**src/rtl/fetch_stage.sv**
```systemverilog
// RV32I fetch stage: PC register, next-PC select and IF/ID pipeline register.
// Optional perf counters (fetch_cnt, redirect_cnt) enabled by `define FETCH_PERF_EN.
module fetch_stage #(
    parameter int               WIDTH     = 32,
    parameter logic [WIDTH-1:0] RESET_PC  = '0,
    parameter logic [31:0]      NOP_INSTR = 32'h0000_0013
) (
    input  logic             clk,
    input  logic             rst,
    input  logic             stall_f,
    input  logic             stall_d,
    input  logic             flush_d,
    input  logic             pc_src_e,
    input  logic [WIDTH-1:0] pc_target_e,
    output logic [WIDTH-1:0] imem_addr,
    input  logic [WIDTH-1:0] imem_rdata,
    output logic [WIDTH-1:0] pc_f,
    output logic [31:0]      instr_d,
    output logic [WIDTH-1:0] pc_d,
    output logic [WIDTH-1:0] pcplus4_d,
    output logic             valid_d
`ifdef FETCH_PERF_EN
    ,
    output logic [31:0]      fetch_cnt,
    output logic [31:0]      redirect_cnt
`endif
);

    logic [WIDTH-1:0] pc_plus4;
    logic [WIDTH-1:0] pc_next;
    logic             capture;

    assign pc_plus4  = pc_f + WIDTH'(4);
    assign imem_addr = pc_f;
    assign capture   = !flush_d && !stall_d;

    // Redirect wins over stall so a resolved branch is never dropped.
    always_comb begin
        pc_next = pc_plus4;
        if (pc_src_e) begin
            pc_next = {pc_target_e[WIDTH-1:2], 2'b00};
        end else if (stall_f) begin
            pc_next = pc_f;
        end
    end

    always_ff @(posedge clk) begin
        if (rst) begin
            pc_f <= RESET_PC;
        end else begin
            pc_f <= pc_next;
        end
    end

    always_ff @(posedge clk) begin
        if (rst || flush_d) begin
            instr_d   <= NOP_INSTR;
            pc_d      <= '0;
            pcplus4_d <= '0;
            valid_d   <= 1'b0;
        end else if (!stall_d) begin
            instr_d   <= imem_rdata[31:0];
            pc_d      <= pc_f;
            pcplus4_d <= pc_plus4;
            valid_d   <= 1'b1;
        end
    end

`ifdef FETCH_PERF_EN
    // Saturating counters: stick at all-ones rather than wrap.
    always_ff @(posedge clk) begin
        if (rst) begin
            fetch_cnt    <= '0;
            redirect_cnt <= '0;
        end else begin
            if (capture && fetch_cnt != '1) begin
                fetch_cnt <= fetch_cnt + 32'd1;
            end
            if (pc_src_e && redirect_cnt != '1) begin
                redirect_cnt <= redirect_cnt + 32'd1;
            end
        end
    end
`endif

endmodule

```
**config.mk**
```make
export PLATFORM = sky130hd
export DESIGN_NAME = fetch_stage
export DESIGN_NICKNAME = d
export VERILOG_FILES = /design/src/rtl/fetch_stage.sv
export SDC_FILE = /design/constraint.sdc
export NUM_CORES = 1
export LEC_CHECK = 0
export CORE_UTILIZATION = 30
export DETAILED_ROUTE_END_ITERATION = 10
export GPL_TIMING_DRIVEN = 0
export MAX_ROUTING_LAYER = met4
export PLACE_DENSITY = 0.64
export RECOVER_POWER = 50
export SYNTH_ARGS = -nofsm -noshare
export SYNTH_HDL_FRONTEND = slang
export SYNTH_SLANG_ARGS = --single-unit
```
**constraint.sdc**
```tcl
create_clock -name clk -period 2.8 [get_ports clk]
set_input_delay 0.56 -clock clk [delete_from_list [all_inputs] [get_ports clk]]
set_output_delay 0.56 -clock clk [all_outputs]
set_load 0.005 [all_outputs]
```
==> results of run 1 <==
==> layout by cell type, fill, tap and decap left out, drive strengths merged, types with 6 or more instances in the layout <==
cell           instances
or4                   16
nand3                  6
a311oi                18
clkdlybuf4s50        111
a21oi                 19
dfxtp                123
nor4                   8
o21ai                 41
buf                   59
clkbuf                58
a211oi                10
nand4                 13
xnor2                 19
conb                   8
or3                   24
nor3                  16
o31ai                 11
inv                   11
nor2                  94
dlygate4sd3          108
a31oi                 12
mux2i                 61
nand2                 33
==> layout make-up <==
type,count,area [um2]
multi-input combinational,432,2720
buffer,99,551
sequential,123,2460
fill,1851,9840
clock inverter,14,183
inverter,8,30.0
tap,234,293
timing repair buffer,219,2190
clock buffer,18,439
==> worst reg2reg max path, delay by kind of cell, from the launching register on <==
kind	cells	cell delay, ps
and+or+nand+nor	3	1120
DFF	1	480
adders and majority gates	1	330
AOI/OAI and AO/OA	1	250
buffers and inverters	1	190
==> sequential cells by signal (all words and copies together) (netlist names) <==
signal	count
pc_d	30
imem_addr	30
pcplus4_d	30
instr_d	32
valid_d	1
==> layer usage <==
| layer | share of wire | wire, um | vias to the layer above | GRT usage |
|---|---|---|---|---|
| met1 | 0.47 | 8950 | 2547 | 0.261 |
| met2 | 0.43 | 8250 | 257 | 0.294 |
| li1 | - | - | 2781 | - |
| met3 | 0.075 | 1430 | 30 | 0.0499 |
| met4 | 0.021 | 395 | 0 | 0.0810 |
| met5 | 0 | 0 | - | - |
==> kinds of logic after synthesis <==
family	count (synthesis)	share of synthesized area
simple gates	222	0.196
flops	123	0.429
compound gates	119	0.132
buf+inv	107	0.101
mux	61	0.106
xor+xnor	21	0.0321
fa+ha+maj	1	0.00218
other cells	1	0.000654
==> worst max path at each step <==
stage | cells past startpoint | to | slack, ps | from
floorplan | 6 | imem_addr[26] | 620 | imem_addr[2]
global placement | 5 | instr_d[29] | -100 | stall_d
detailed placement | 5 | instr_d[21] | -80 | stall_d
CTS | 5 | instr_d[27] | 330 | stall_d
global route | 5 | instr_d[25] | 220 | stall_d
finish | 6 | imem_addr[26] | 270 | stall_f
==> power breakdown <==
group / internal (mW) / switching (mW) / total [mW]
clock network: 1.44 / 0.877 / 2.32
logic: 0.377 / 0.282 / 0.659
registers: 1.82 / 0.0726 / 1.89
total: 3.64 / 1.23 / 4.87
==> flow_metrics.tcl, run 1 <==
set metrics [dict create \
    worst_slew_pin_slew_ps 782 \
    postPlaceCellArea_mm2 0.00825 \
    vias 5615 \
    report.final.setup_viol 0 \
    cell_type_contributing_the_most_total_cell_area_after_synthesis "sky130_fd_sc_hd__dfxtp_1" \
    critical_path_peak_fanout 10 \
    place_congestion 0.850 \
    synth-edff-count 0 \
    grt_pass1_wl_um 29000 \
    slowest_stage "sky130_fd_sc_hd__dlygate4sd3_1" \
    area_growth_syn_to_layout_pct 54.6 \
    starting_density 0.307 \
    ys.warnings.count 0 \
    finalPower_mw 4.87 \
    clk_pin_slew_worst_paths_ps 60 \
    drt_first_iter_violations 373 \
    criticalPathCategory "primary input to register" \
    min_delay_path_depth 2 \
    die_w_um 140 \
    powerDensity_mw_per_mm2 549 \
    share_of_the_synthesized_area_in_the_top_cell_type 0.429 \
    ffs_w_async_s_r_synth 0 \
    post_synth_num_cell_types 44 \
    dpl_worst_slack_ps -77.2 \
    share_of_final_layout_standard_cells_stronger_than_drive_strength_1 0.108 \
    worst_r2r_path_depth 6 \
    cts.sink_count 123 \
    synthMostInstantiatedCell "sky130_fd_sc_hd__dfxtp_1" \
    maximum_single_stage_delay_on_the_critical_path_ps 660 \
    place.detailed.hpwl_um 14100 \
    fin_worst_hold_slack_ps 462 \
    ys_ff_latch 123 \
    leakagePower_nw 3.58 \
    final_ws_setup_ps 266 \
    maxSlewViolCount 0 \
    max-vdd-ir-drop_mv 0.432 \
    clock_path_buffers 2 \
    grt_start_max_net_pins 17 \
    final_antenna_net_count 0 \
    average_routed_wire_per_standard_cell_um 16.6 \
    master_cell_of_the_clock_root_buffer "sky130_fd_sc_hd__clkbuf_16" \
    syn_avg_cell_area_um2 8.76 \
    first_global_vias 5196 \
    unrepaired_setup_endpoints_after_global_routing "false" \
    post-cts-setup-buffer-count 0 \
    fin_crit_ps 2530 \
    r2r_slack_ps 330 \
    io_buffer_count 219 \
    final.period_utilization 0.905 \
    clk_skew_ps 10.9 \
    max_freq_mhz 395 \
    hold_path_end "pc_d[24]" \
    netlist_instances 655 \
    cts.htree.levels 4 \
    cts_buffers 17 \
    post_synth_main_area_contributors "sky130_fd_sc_hd__dfxtp_1 (43%), sky130_fd_sc_hd__mux2i_1 (11%), sky130_fd_sc_hd__nor2_1 (6.2%)" \
    gr-usage-all-layers 0.200 \
    timing.setup.tns_ps 0 \
    yosysSeqAreaShare 0.429 \
    final_util 0.474 \
    cap_viol_max_count 0 \
    outcome "finished, final reports clean" \
    cts_resized 0 \
    die_height_um 140 \
    critical_path.startpoint_type "primary input" \
    worst-path-buf-inv 2 \
    critPathTopFamily "simple AND/OR/NAND/NOR gates" \
    final_area_mm2 0.00887 \
    holdCritStartpoint "pc_d[24]" \
    floorplan.core_area_mm2 0.0187 \
    postSynth.topFlopCell "sky130_fd_sc_hd__dfxtp_1" \
    timing.max_slew.rel_slack 0.479 \
    num_rows 50 \
    placedCellCount 1115 \
    drc 0 \
    timing_hold_violations_final 0 \
    syn_area_mm2 0.00574 \
    stdcell_count 1147 \
    worst_endpoint_required_time_ps 3140 \
    antenna_cells 0 \
    ranking_of_synthesized_cells_by_instance_count "sky130_fd_sc_hd__dfxtp_1 (123), sky130_fd_sc_hd__nor2_1 (94), sky130_fd_sc_hd__mux2i_1 (61)" \
    design.portCount 231 \
    grt_antenna_before_repair 0 \
    detail_route.vias_per_cell 4.90 \
    grt.overflow.total 0 \
    crit-reg2reg-capture "imem_addr[26]" \
    timing.critical_path.arrival_ps 2870 \
    hold_buffers 0 \
    crit-reg2reg-launch "imem_addr[2]" \
    endpoint_kind "register" \
    path_cells "dlygate4sd3_1 -> nand4b_4 -> or3_1 -> buf_2 -> or4_1 -> a311oi_1" \
    drt_wl_total_um 19000 \
    nNetsFinal 971 \
    tritoncts "done" \
    clkLatencyLatePin_ps 430 \
    detail_route.first_pass.iterations 5 \
    fp.dieArea_mm2 0.0197 \
    hp-class "register to register" \
]
(Power assumes the default switching activity.)
==> run 2, diff against run 1 <==
- PLACE_DENSITY: 0.64 -> 0.66
- clock period: 2.8 -> 2.2 ns (I/O delays scaled with it)
==> run 2 against run 1 <==
Hold slack hardly changed. Register-to-register slack got worse by 260 ps. Critical path depth is the same. Critical path type is now register to register. Highest routed layer unchanged.
==> flow_metrics.tcl, run 2 (synthesized netlist as in run 1, its figures left out) <==
set metrics [dict create \
    outcome "finished, final reports clean" \
    average_routed_wire_per_standard_cell_um 16.7 \
    critical_path.startpoint_type "register" \
    drt_first_iter_violations 332 \
    timing_hold_violations_final 0 \
    internal-power_mw 4.67 \
    worst-path-buf-inv 1 \
    hp-class "register to register" \
    grt_antenna_before_repair 0 \
    starting_density 0.307 \
    report.final.setup_viol 0 \
    largest-register "instr_d" \
    worst_r2r_path_depth 6 \
    critPathTopFamily "simple AND/OR/NAND/NOR gates" \
    maxSlewViolCount 0 \
    endpoint_kind "register" \
    critical_path_cell_count 6 \
    detail_route.vias_per_cell 4.82 \
    final_ws_setup_ps 72.4 \
    worst_slew_pin_slew_ps 752 \
    powerDensity_mw_per_mm2 686 \
    dpl_worst_slack_ps -524 \
    final_antenna_net_count 0 \
    share_seq_of_total_power 0.390 \
    drc 0 \
    cts.sink_count 123 \
    worst_endpoint_required_time_ps 2530 \
    cap_viol_max_count 0 \
    commonest_non_fill_non_tap_cells_in_the_layout "sky130_fd_sc_hd__dlygate4sd3_1 (112), sky130_fd_sc_hd__dfxtp_1 (111), sky130_fd_sc_hd__clkdlybuf4s50_1 (106), sky130_fd_sc_hd__nor2_1 (94), sky130_fd_sc_hd__mux2i_1 (61)" \
    holdCritStartpoint "pcplus4_d[6]" \
    power_switching_mw 1.55 \
    power_switching_share 0.249 \
    place_congestion 0.829 \
    r2r_slack_ps 70 \
    clkLatencyLatePin_ps 420 \
    timing.critical_path.arrival_ps 2450 \
    detail_route.first_pass.iterations 5 \
    floorplan.core_area_mm2 0.0187 \
    hold_buffers 0 \
    largest_register_ff_count 32 \
    register_area_mm2 0.00248 \
    final.period_utilization 0.967 \
    cts.htree.levels 4 \
    path_cells "ha_4 -> nand4b_4 -> or3_1 -> buf_2 -> or4_1 -> a311oi_1" \
    clk_pin_slew_worst_paths_ps 60 \
    final_util 0.484 \
    comb_power_share 0.138 \
    clock_network_power_share 0.472 \
    critPathCapture "imem_addr[26]" \
    gr-usage-all-layers 0.199 \
    die_w_um 140 \
    final.fill_count 1823 \
    clock_path_buffers 2 \
    place.detailed.hpwl_um 14100 \
    fp.dieArea_mm2 0.0197 \
    maximum_single_stage_delay_on_the_critical_path_ps 520 \
    design.portCount 231 \
    timing.max_slew.rel_slack 0.499 \
    die_height_um 140 \
    io_buffer_count 219 \
    drt_wl_total_um 19300 \
    crit-reg2reg-capture "imem_addr[26]" \
    leakagePower_nw 3.68 \
    nNetsFinal 979 \
    final_common_cell "sky130_fd_sc_hd__dlygate4sd3_1" \
    grt_pass1_wl_um 28900 \
    vias 5563 \
    crit-reg2reg-launch "imem_addr[3]" \
    startpoint "imem_addr[3]" \
    critical_path_peak_fanout 10 \
    grt.overflow.total 0 \
    multi_input_comb_area_mm2 0.00277 \
    max-vdd-ir-drop_mv 0.552 \
    share_of_final_layout_standard_cells_stronger_than_drive_strength_1 0.144 \
    criticalPathCategory "register to register" \
    grt_start_max_net_pins 17 \
    tritoncts "done" \
    antenna_cells 0 \
    master_cell_of_the_clock_root_buffer "sky130_fd_sc_hd__clkbuf_16" \
    slowest_stage "sky130_fd_sc_hd__or4_1" \
    fin_crit_ps 2130 \
    clk_skew_ps 7.34 \
    area_growth_syn_to_layout_pct 58.0 \
    first_global_vias 5030 \
    max_freq_mhz 470 \
    cts_buffers 17 \
    num_rows 50 \
]
run 2: cell types whose count changed in the layout (fill, tap and decap cells not counted), sizes merged, moves of 4 or more:
cell / delta
clkdlybuf4s50: -5
dlygate4sd3: +4
buf: +9
clkinv: +4
inv: -4
run 2: area by class of cell:
| type | count | area share |
|---|---|---|
| buffer | 97 | 0.0656 |
| multi-input combinational | 432 | 0.305 |
| tap | 234 | 0.0323 |
| clock buffer | 19 | 0.0500 |
| inverter | 8 | 0.00331 |
| sequential | 123 | 0.274 |
| timing repair buffer | 229 | 0.251 |
| clock inverter | 13 | 0.0185 |
run 2: power groups by stage:
| stage | clock network (mW) | logic, mW | registers (mW) |
|---|---|---|---|
| 3_5_place_dp | 0 | 0.864 | 2.46 |
| 5_1_grt | 3.08 | 0.932 | 2.43 |
| 4_1_cts | 2.98 | 0.870 | 2.42 |
| 3_3_place_gp | 0 | 0.859 | 2.46 |
| 6_report | 2.93 | 0.859 | 2.42 |
| 2_1_floorplan | 0 | 0.384 | 2.44 |
run 2: how the worst min path moves through the flow:
stage,endpoint,slack [ps],cells after the start
floorplan,pcplus4_d[4],460,2
global placement,valid_d,450,1
detailed placement,pcplus4_d[6],460,2
CTS,pcplus4_d[6],470,2
global route,instr_d[0],480,2
finish,pcplus4_d[6],460,2
run 2: what timing repair did:
action | CTS | global route
gates resized for setup | 17 | 37
setup buffers | 1 | 8
gates cloned | 0 | 1
endpoints found under the setup margin | 28 | 18
pin swaps | 0 | 8
run 2: metrics by stage:
step	setup TNS [ps]	hold slack (ps)	cell area, um2	power (mW)	cells
3_3_place_gp	-13260	449	8250	3.32	1115
3_5_place_dp	-14380	457	8250	3.33	1115
2_1_floorplan	0	457	5760	2.83	662
5_1_grt	-12.1	479	9060	6.45	1155
6_report	0	463	9060	6.21	1155
4_1_cts	0	465	8910	6.27	1146
run 2: worst min-delay path, delay by kind of cell (launching register included):
kind | cells | cell delay, ps
AO/OA/AOI/OAI | 1 | 50
flip-flops | 1 | 310
AND/OR/NAND/NOR | 1 | 60
run 2: layer usage:
layer | vias up | track usage | share of wire
met1 | 2541 | 0.266 | 0.47
li1 | 2786 | - | -
met4 | 0 | 0.0602 | 0.011
met3 | 14 | 0.0465 | 0.069
met2 | 222 | 0.297 | 0.45
met5 | - | - | 0
==> run 3, diff against run 2 <==
- SKIP_LAST_GASP: default -> 1
==> run 3 against run 2 <==
Combinational power rose by 0.5%. Non-clock buffer count did not move. Fmax fell by 0.60%. Register-to-register slack barely moved. Worst setup slack got worse by 13 ps. Critical endpoint unchanged. Largest cell class unchanged. Highest routed layer unchanged.
==> flow_metrics.tcl, run 3 (synthesized netlist as in run 1, its figures left out) <==
set metrics [dict create \
    maxSlewViolCount 0 \
    floorplan.core_area_mm2 0.0187 \
    clock_path_buffers 2 \
    cts.sink_count 123 \
    hp-class "register to register" \
    die_height_um 140 \
    drc 0 \
    commonest_non_fill_non_tap_cells_in_the_layout "sky130_fd_sc_hd__clkdlybuf4s50_1 (115), sky130_fd_sc_hd__dfxtp_1 (112), sky130_fd_sc_hd__dlygate4sd3_1 (103), sky130_fd_sc_hd__nor2_1 (94), sky130_fd_sc_hd__mux2i_1 (61)" \
    grt_start_max_net_pins 17 \
    largest-register "instr_d" \
    design.portCount 231 \
    timing.setup.tns_ps 0 \
    average_routed_wire_per_standard_cell_um 16.7 \
    worst_endpoint_required_time_ps 2530 \
    place_congestion 0.829 \
    timing_hold_violations_final 0 \
    clk_skew_ps 7.80 \
    powerDensity_mw_per_mm2 687 \
    power_switching_mw 1.55 \
    place.detailed.hpwl_um 14100 \
    final.fill_count 1823 \
    tritoncts "done" \
    detail_route.vias_per_cell 4.84 \
    internal-power_mw 4.67 \
    final_common_cell "sky130_fd_sc_hd__clkdlybuf4s50_1" \
    nNetsFinal 979 \
    leakagePower_nw 3.66 \
    fp.dieArea_mm2 0.0197 \
    detail_route.first_pass.iterations 5 \
    grt_pass1_wl_um 28800 \
    io_buffer_count 219 \
    cts_buffers 17 \
    num_rows 50 \
    share_of_final_layout_standard_cells_stronger_than_drive_strength_1 0.142 \
    drt_wl_total_um 19300 \
    max-vdd-ir-drop_mv 0.551 \
    timing.critical_path.arrival_ps 2470 \
    die_w_um 140 \
    critical_path.startpoint_type "register" \
    largest_register_ff_count 32 \
    final_util 0.484 \
    critical_path_peak_fanout 10 \
    share_seq_of_total_power 0.390 \
    starting_density 0.307 \
    first_global_vias 5028 \
    comb_power_share 0.139 \
    gr-usage-all-layers 0.199 \
    final_antenna_net_count 0 \
    grt_antenna_before_repair 0 \
    power_switching_share 0.249 \
    criticalPathCategory "register to register" \
    worst_slew_pin_slew_ps 742 \
    antenna_cells 0 \
    register_area_mm2 0.00248 \
    cap_viol_max_count 0 \
    max_freq_mhz 467 \
    outcome "finished, final reports clean" \
    fin_crit_ps 2140 \
    timing.max_slew.rel_slack 0.506 \
    grt.overflow.total 0 \
    master_cell_of_the_clock_root_buffer "sky130_fd_sc_hd__clkbuf_16" \
    area_growth_syn_to_layout_pct 57.9 \
    report.final.setup_viol 0 \
    drt_first_iter_violations 325 \
    cts.htree.levels 4 \
    clock_network_power_share 0.472 \
    final.period_utilization 0.973 \
    clk_pin_slew_worst_paths_ps 60 \
    clkLatencyLatePin_ps 420 \
    multi_input_comb_area_mm2 0.00276 \
    endpoint_kind "register" \
    vias 5595 \
    unrepaired_setup_endpoints_after_global_routing "true" \
]
[run 3: changes by cell type in the layout (fill, tap and decap cells not counted), sizes merged]
cell           delta
dlygate4sd2       -1
clkdlybuf4s50     +9
dlygate4sd3       -9
dlymetal6s2s      +1
[run 3: area by class of cell]
type / count / share of cell area
Buffer: 97 / 0.0656
Clock inverter: 13 / 0.0185
Clock buffer: 19 / 0.0500
Multi-Input combinational cell: 432 / 0.305
Timing Repair Buffer: 229 / 0.252
Tap cell: 234 / 0.0323
Inverter: 8 / 0.00332
Sequential cell: 123 / 0.274
[run 3: power by group through the flow]
stage	Clock (mW)	Sequential [mW]	Combinational, mW
3_5_place_dp	0	2.46	0.864
5_1_grt	3.08	2.43	0.935
2_1_floorplan	0	2.44	0.384
3_3_place_gp	0	2.46	0.859
6_report	2.93	2.42	0.863
4_1_cts	2.98	2.42	0.871
[run 3: per-stage QoR]
step	worst slack, ps	hold WS [ps]	total power, mW	area [um2]	instances
after CTS	-24.5	465	6.27	8900	1146
after detailed placement	-524	457	3.33	8250	1115
after floorplan	19.7	457	2.83	5760	662
after global placement	-510	449	3.32	8250	1115
final	59.6	462	6.22	9060	1155
after global routing	-14.5	479	6.45	9060	1155
[run 3: metal layers]
metal,share of wire,global-route usage,routed length [um],vias up
met3,0.061,0.0465,1180,16
met1,0.47,0.265,9140,2586
met2,0.45,0.297,8760,204
li1,-,-,-,2789
met5,0,-,0,-
met4,0.012,0.0602,229,0
[run 3: path summary, 6_finish.rpt]
kind | start | end | slack [ps] | depth (start not counted)
max | imem_addr[3] | imem_addr[26] | 60 | 6
min | pcplus4_d[6] | pcplus4_d[6] | 460 | 2
max reg2reg | imem_addr[3] | imem_addr[26] | 60 | 6
min reg2reg | pcplus4_d[6] | pcplus4_d[6] | 460 | 2
[run 3: timing repair]
action                                  4_1_cts  5_1_grt
pin swaps                                     0        8
buffers inserted                              1        8
endpoints found under the setup margin       28       18
hold buffers                                  0        0
resized for setup                            14       39
cloned                                        0        1
[run 3: critical path, stage by stage, from the launching register on]
cell                       delay (ps)
sky130_fd_sc_hd__dfxtp_2          410
sky130_fd_sc_hd__ha_4             190
sky130_fd_sc_hd__nand4b_4         120
sky130_fd_sc_hd__or3_1            380
sky130_fd_sc_hd__buf_2            190
sky130_fd_sc_hd__or4_1            520
sky130_fd_sc_hd__a311oi_1         250
